--- src/rtl/merge_arb_ctrl_pkg.sv ---
// Shared types and helpers for the merge arbiter controller.
// Holds the FSM state encoding and the d_i channel-extraction helper.
package merge_arb_ctrl_pkg;

    typedef enum logic [1:0] {IDLE, REQ, HOLD, DROP} state_t;

    // Widest flattened data bus and widest single channel the helper supports.
    localparam int MAX_BUS = 1024;
    localparam int MAX_W   = 64;

    // Returns channel k of a flattened bus whose channels are n bits wide.
    // The result sits in the low n bits; the caller truncates to its width.
    function automatic logic [MAX_W-1:0] chan_data(input logic [MAX_BUS-1:0] bus,
                                                   input int k, input int n);
        return MAX_W'(bus >> (k * n));
    endfunction

endpackage

--- src/rtl/merge_arb_ctrl_rr_pick.sv ---
// Combinational round-robin pick: rotate the request vector so ptr is at bit 0,
// find the first set bit, then rotate the offset back to an absolute index.
module merge_arb_ctrl_rr_pick #(
    parameter int NREQ = 2,
    localparam int PW  = (NREQ > 1) ? $clog2(NREQ) : 1
) (
    input  logic [NREQ-1:0] req,
    input  logic [PW-1:0]   ptr,
    output logic            vld,
    output logic [PW-1:0]   g
);

    logic [NREQ-1:0] rot;
    logic [PW-1:0]   off;
    logic [PW:0]     sum;

    always_comb begin
        rot = '0;
        for (int i = 0; i < NREQ; i++) begin
            int idx;
            idx = int'(ptr) + i;
            if (idx >= NREQ) idx = idx - NREQ;
            rot[i] = req[idx];
        end
    end

    // Descending scan so the lowest set offset wins.
    always_comb begin
        off = '0;
        for (int i = NREQ - 1; i >= 0; i--)
            if (rot[i]) off = PW'(i);
    end

    always_comb begin
        sum = {1'b0, ptr} + {1'b0, off};
        g   = (sum >= (PW+1)'(NREQ)) ? PW'(sum - (PW+1)'(NREQ)) : sum[PW-1:0];
    end

    assign vld = |req;

endmodule

--- src/rtl/merge_arb_ctrl.sv ---
// Round-robin arbiter/sequencer sharing one four-phase bundled-data output
// channel between NREQ four-phase input channels; all outputs registered.
module merge_arb_ctrl
    import merge_arb_ctrl_pkg::*;
#(
    parameter int NREQ = 2,
    parameter int N    = 1
) (
    input  logic              clk,
    input  logic              rst,
    input  logic [NREQ-1:0]   r_i,
    output logic [NREQ-1:0]   a_i,
    input  logic [NREQ*N-1:0] d_i,
    output logic              r_o,
    input  logic              a_o,
    output logic [N-1:0]      d_o,
    output logic [NREQ-1:0]   grant,
    output logic              busy
);

    localparam int PW = (NREQ > 1) ? $clog2(NREQ) : 1;

    state_t          state, state_nxt;
    logic [PW-1:0]   ptr, ptr_nxt;
    logic [PW-1:0]   g_q, g_nxt;
    logic            r_o_nxt, busy_nxt;
    logic [NREQ-1:0] a_i_nxt, grant_nxt;
    logic [N-1:0]    d_o_nxt;
    logic            pick_vld;
    logic [PW-1:0]   pick_g;

    merge_arb_ctrl_rr_pick #(.NREQ(NREQ)) u_rr_pick (
        .req (r_i),
        .ptr (ptr),
        .vld (pick_vld),
        .g   (pick_g)
    );

    always_ff @(posedge clk or posedge rst) begin
        if (rst) begin
            state <= IDLE;
            ptr   <= '0;
            g_q   <= '0;
            r_o   <= 1'b0;
            a_i   <= '0;
            d_o   <= '0;
            grant <= '0;
            busy  <= 1'b0;
        end else begin
            state <= state_nxt;
            ptr   <= ptr_nxt;
            g_q   <= g_nxt;
            r_o   <= r_o_nxt;
            a_i   <= a_i_nxt;
            d_o   <= d_o_nxt;
            grant <= grant_nxt;
            busy  <= busy_nxt;
        end
    end

    // A high a_o in IDLE is a stale consumer ack; never start a grant under it.
    always_comb begin
        state_nxt = state;
        case (state)
            IDLE: if (pick_vld && !a_o) state_nxt = REQ;
            REQ:  if (a_o)              state_nxt = HOLD;
            HOLD: if (!r_i[g_q])        state_nxt = DROP;
            DROP: if (!a_o)             state_nxt = IDLE;
            default:                    state_nxt = IDLE;
        endcase
    end

    always_comb begin
        ptr_nxt   = ptr;
        g_nxt     = g_q;
        r_o_nxt   = r_o;
        a_i_nxt   = a_i;
        d_o_nxt   = d_o;
        grant_nxt = grant;
        case (state)
            IDLE: if (pick_vld && !a_o) begin
                g_nxt     = pick_g;
                grant_nxt = NREQ'(1) << pick_g;
                d_o_nxt   = N'(chan_data(MAX_BUS'(d_i), int'(pick_g), N));
                r_o_nxt   = 1'b1;
            end
            REQ:  if (a_o) a_i_nxt = grant;
            HOLD: if (!r_i[g_q]) r_o_nxt = 1'b0;
            DROP: if (!a_o) begin
                a_i_nxt   = '0;
                grant_nxt = '0;
                // Pointer moves only on completion, to the slot after the winner.
                ptr_nxt   = (g_q == PW'(NREQ - 1)) ? '0 : g_q + PW'(1);
            end
            default: ;
        endcase
        busy_nxt = (state_nxt != IDLE);
    end

endmodule

--- config.mk ---
export PLATFORM = sky130hd
export DESIGN_NAME = merge_arb_ctrl
export DESIGN_NICKNAME = d
export VERILOG_FILES = /design/src/rtl/merge_arb_ctrl_pkg.sv /design/src/rtl/merge_arb_ctrl_rr_pick.sv /design/src/rtl/merge_arb_ctrl.sv
export SDC_FILE = /design/constraint.sdc
export NUM_CORES = 1
export LEC_CHECK = 0
export CAP_MARGIN = 0
export CORE_MARGIN = 10
export CORE_UTILIZATION = 25
export CTS_BUF_LIST = sky130_fd_sc_hd__clkbuf_2
export CTS_CLUSTER_SIZE = 14
export DETAILED_ROUTE_END_ITERATION = 12
export PLACE_DENSITY = 0.48
export SLEW_MARGIN = 25
export SYNTH_ARGS = -nofsm -noshare
export SYNTH_HDL_FRONTEND = slang
export SYNTH_HIERARCHICAL = 1
export SYNTH_SLANG_ARGS = --single-unit
--- constraint.sdc ---
create_clock -name clk -period 1.3 [get_ports clk]
set_clock_uncertainty 0.1 [all_clocks]
set_input_delay 0.13 -clock clk [delete_from_list [all_inputs] [get_ports clk]]
set_output_delay 0.13 -clock clk [all_outputs]
set_load 0.02 [all_outputs]
==> results.sh <==
export IMPL_outcome="complete, no violations"
export IMPL_vias_per_cell=4.54
export IMPL_irDropWorstVdd_uv=597
export IMPL_io_pins=14
export IMPL_hold_violations=0
export IMPL_seq_area_frac_synth=0.498
export IMPL_relSlewSlack=0.694
export IMPL_ff2ff_path_depth=2
export IMPL_die_height_um=67.0
export IMPL_syn_area_per_cell_um2=10.4
export IMPL_grt_total_usage=0.0646
export IMPL_ant_nets=0
export IMPL_grt_pass1_vias=475
export IMPL_portBuffers=13
export IMPL_postLayoutCoreUtil=0.382
export IMPL_root_buffer="clkbuf_2"
export IMPL_syn_nets=60
export IMPL_path_cells="nor4b_4 > mux2_4"
export IMPL_drive_gt1_frac=0.233
export IMPL_fin_cells=100
export IMPL_final_cell_area_um2=773
export IMPL_cts_tree="yes"
export IMPL_via_count=454
export IMPL_dpl_hpwl_um=1040
export IMPL_cellLeakagePower_nw=0.365
export IMPL_arrival_ps=1350
export IMPL_critPathRequiredTime_ps=1350
export IMPL_end_kind="register"
export IMPL_fp_coreArea_um2=2020
export IMPL_nNetsFinal=81
export IMPL_die_w_um=67.0
export IMPL_final_setup_tns_ps=0
export IMPL_insertion_delay_ps=250
export IMPL_drv_slew=0
export IMPL_grt_overflow=0
export IMPL_holdWs_ps=67.5
export IMPL_ctsHoldBuffers=0
export IMPL_setup_viol=0
export IMPL_cts_sinks=11
export IMPL_antenna_found_initial=0
export IMPL_postCtsSetupRepairBufs=0
export IMPL_ctsLongestPathBuffers=2
export IMPL_drtIter0Drc=8
export IMPL_power_density_nw_per_um2=2190
export IMPL_fmax_mhz=771
export IMPL_post_route_period_util=0.998
export IMPL_antenna_cells=0
export IMPL_htreeDepth=1
export IMPL_syn_area_um2=553
export IMPL_layout_min_cycle_time_ps=1300
export IMPL_hp_class="in -> async"
export IMPL_dp_cells=96
export IMPL_nFillCells=217
export IMPL_placed_area_um2=744
export IMPL_drt_wirelength_per_cell_um=13.5
export IMPL_cpMaxStageDelayCell="dfrtp_1"
export IMPL_crit_fanout=3
export IMPL_wl_um=1350
export IMPL_grt_max_degree=12
export IMPL_ys_warn_count=6
export IMPL_clk_transition_reported_paths_ps=110
export IMPL_rows=16
export IMPL_syn_instance_count=53
export IMPL_slowest_delay_ps=430
export IMPL_gp_congestion=0.773
export IMPL_drc=0
export IMPL_ys_ff_latch=11
export IMPL_drv_cap=0
export IMPL_start_kind="register"
export IMPL_firstDrtPassIters=3
export IMPL_worst_pin_slew_ps=458
export IMPL_grt_pass1_wl_um=2190
export IMPL_start_util=0.274
export IMPL_syn_to_final_growth_pct=39.8
export IMPL_rsz0062_at_grt="true"
export IMPL_path_class="reg -> reg"
export IMPL_numCtsBuffers=3
export IMPL_ys_types=24
export IMPL_die_area_um2=4490
[cells in the mapped netlist (all sizes together)]
cell	count	area, um2
o32ai	1	8.76
a22oi	1	7.51
buf	2	10.0
a2bb2oi	2	17.5
a21o	1	7.51
nand2b	1	6.26
a21oi	2	10.0
nand3	1	5.00
nor4b	1	23.8
nand2	2	7.51
o22ai	1	6.26
mux2	1	15.0
o31a	1	8.76
or2	1	6.26
nor2	4	15.0
dfrtp	11	275
inv	7	26.3
o2bb2ai	2	17.5
o21ai	5	25.0
a32oi	1	8.76
nand3b	1	7.51
maj3	1	11.3
nor2b	1	6.26
mux2i	2	20.0
[cells by family (layout without fill, tap and decap cells)]
group / count (synthesis) / in the layout / synth area share
mux: 3 / 3 / 0.0633
fa+ha+maj: 1 / 1 / 0.0204
simple gates: 12 / 12 / 0.140
buf+inv: 9 / 29 / 0.0656
flops: 11 / 11 / 0.498
compound gates: 17 / 17 / 0.213
[power by group]
| group | internal [W] | leakage, nW | switching [W] |
|---|---|---|---|
| combinational | 0.000400 | 0.217 | 0.000467 |
| clock | 0.0000817 | 0.0166 | 0.000118 |
| sequential | 0.000505 | 0.132 | 0.000122 |
| total | 0.000987 | 0.365 | 0.000707 |
[cell type report]
class                   count  area [um2]  area share
repair buffers             18         161       0.209
multi-input cells          33         256       0.332
well taps                  27        33.8      0.0437
inverters                   7        26.3      0.0340
flip-flops and latches     11         275       0.356
clock buffers               4        20.0      0.0259
[critical path, delay by kind of cell, from the launching register on]
kind / cells / cell delay (ps)
flops: 1 / 430
mux: 1 / 330
simple gates: 1 / 340
[path summary, 6_finish.rpt]
path	startpoint	to	slack [ps]
min	rst	d_o$_DFFE_PP0P_	70
max in group asynchronous	rst	state[0]$_DFF_PP0_	720
max reg2reg	state[0]$_DFF_PP0_	g_q$_DFFE_PP0P_	3
min in group clk	r_i[1]	state[0]$_DFF_PP0_	240
max	state[0]$_DFF_PP0_	g_q$_DFFE_PP0P_	3
min reg2reg	r_o$_DFFE_PP0P_	r_o$_DFFE_PP0P_	380
[metal layers]
| metal | routed length, um | global-route usage | up-vias | share of wire |
|---|---|---|---|---|
| li1 | - | - | 231 | - |
| met1 | 633 | 0.0764 | 217 | 0.47 |
| met2 | 652 | 0.0995 | 4 | 0.48 |
| met3 | 33 | 0.00502 | 2 | 0.024 |
| met4 | 34 | 0.0615 | 0 | 0.025 |
| met5 | 0 | 0 | - | 0 |
[metrics by stage]
step	power, W	worst slack [ps]
after floorplan	0.00117	21.5
after global placement	0.00155	-260
after detailed placement	0.00155	-288
after CTS	0.00168	-2.14
after global routing	0.00184	-37.8
final	0.00169	2.88
[repair_timing]
| item | 4_1_cts | 5_1_grt |
|---|---|---|
| endpoints found under the setup margin | 8 | 7 |
| resized for setup | 7 | 8 |
| pin swaps | 0 | 1 |
[state kept, by name, summed over array words and instances (netlist names)]
signal	flops
a_i	2
busy	1
d_o	1
g_q	1
grant	2
ptr	1
r_o	1
state	2
[cells in the final DEF (no fill, tap or decap), types with 2 or more instances in the layout]
cell type / instances
inv_1: 7
a2bb2oi_1: 2
o21ai_0: 3
dlygate4sd2_1: 7
clkbuf_2: 4
nand2_1: 2
mux2i_1: 2
o2bb2ai_1: 2
nor2_1: 2
dfrtp_1: 11
nor2_2: 2
buf_4: 5
clkdlybuf4s50_1: 5
Power figures use the tool's default switching activity.
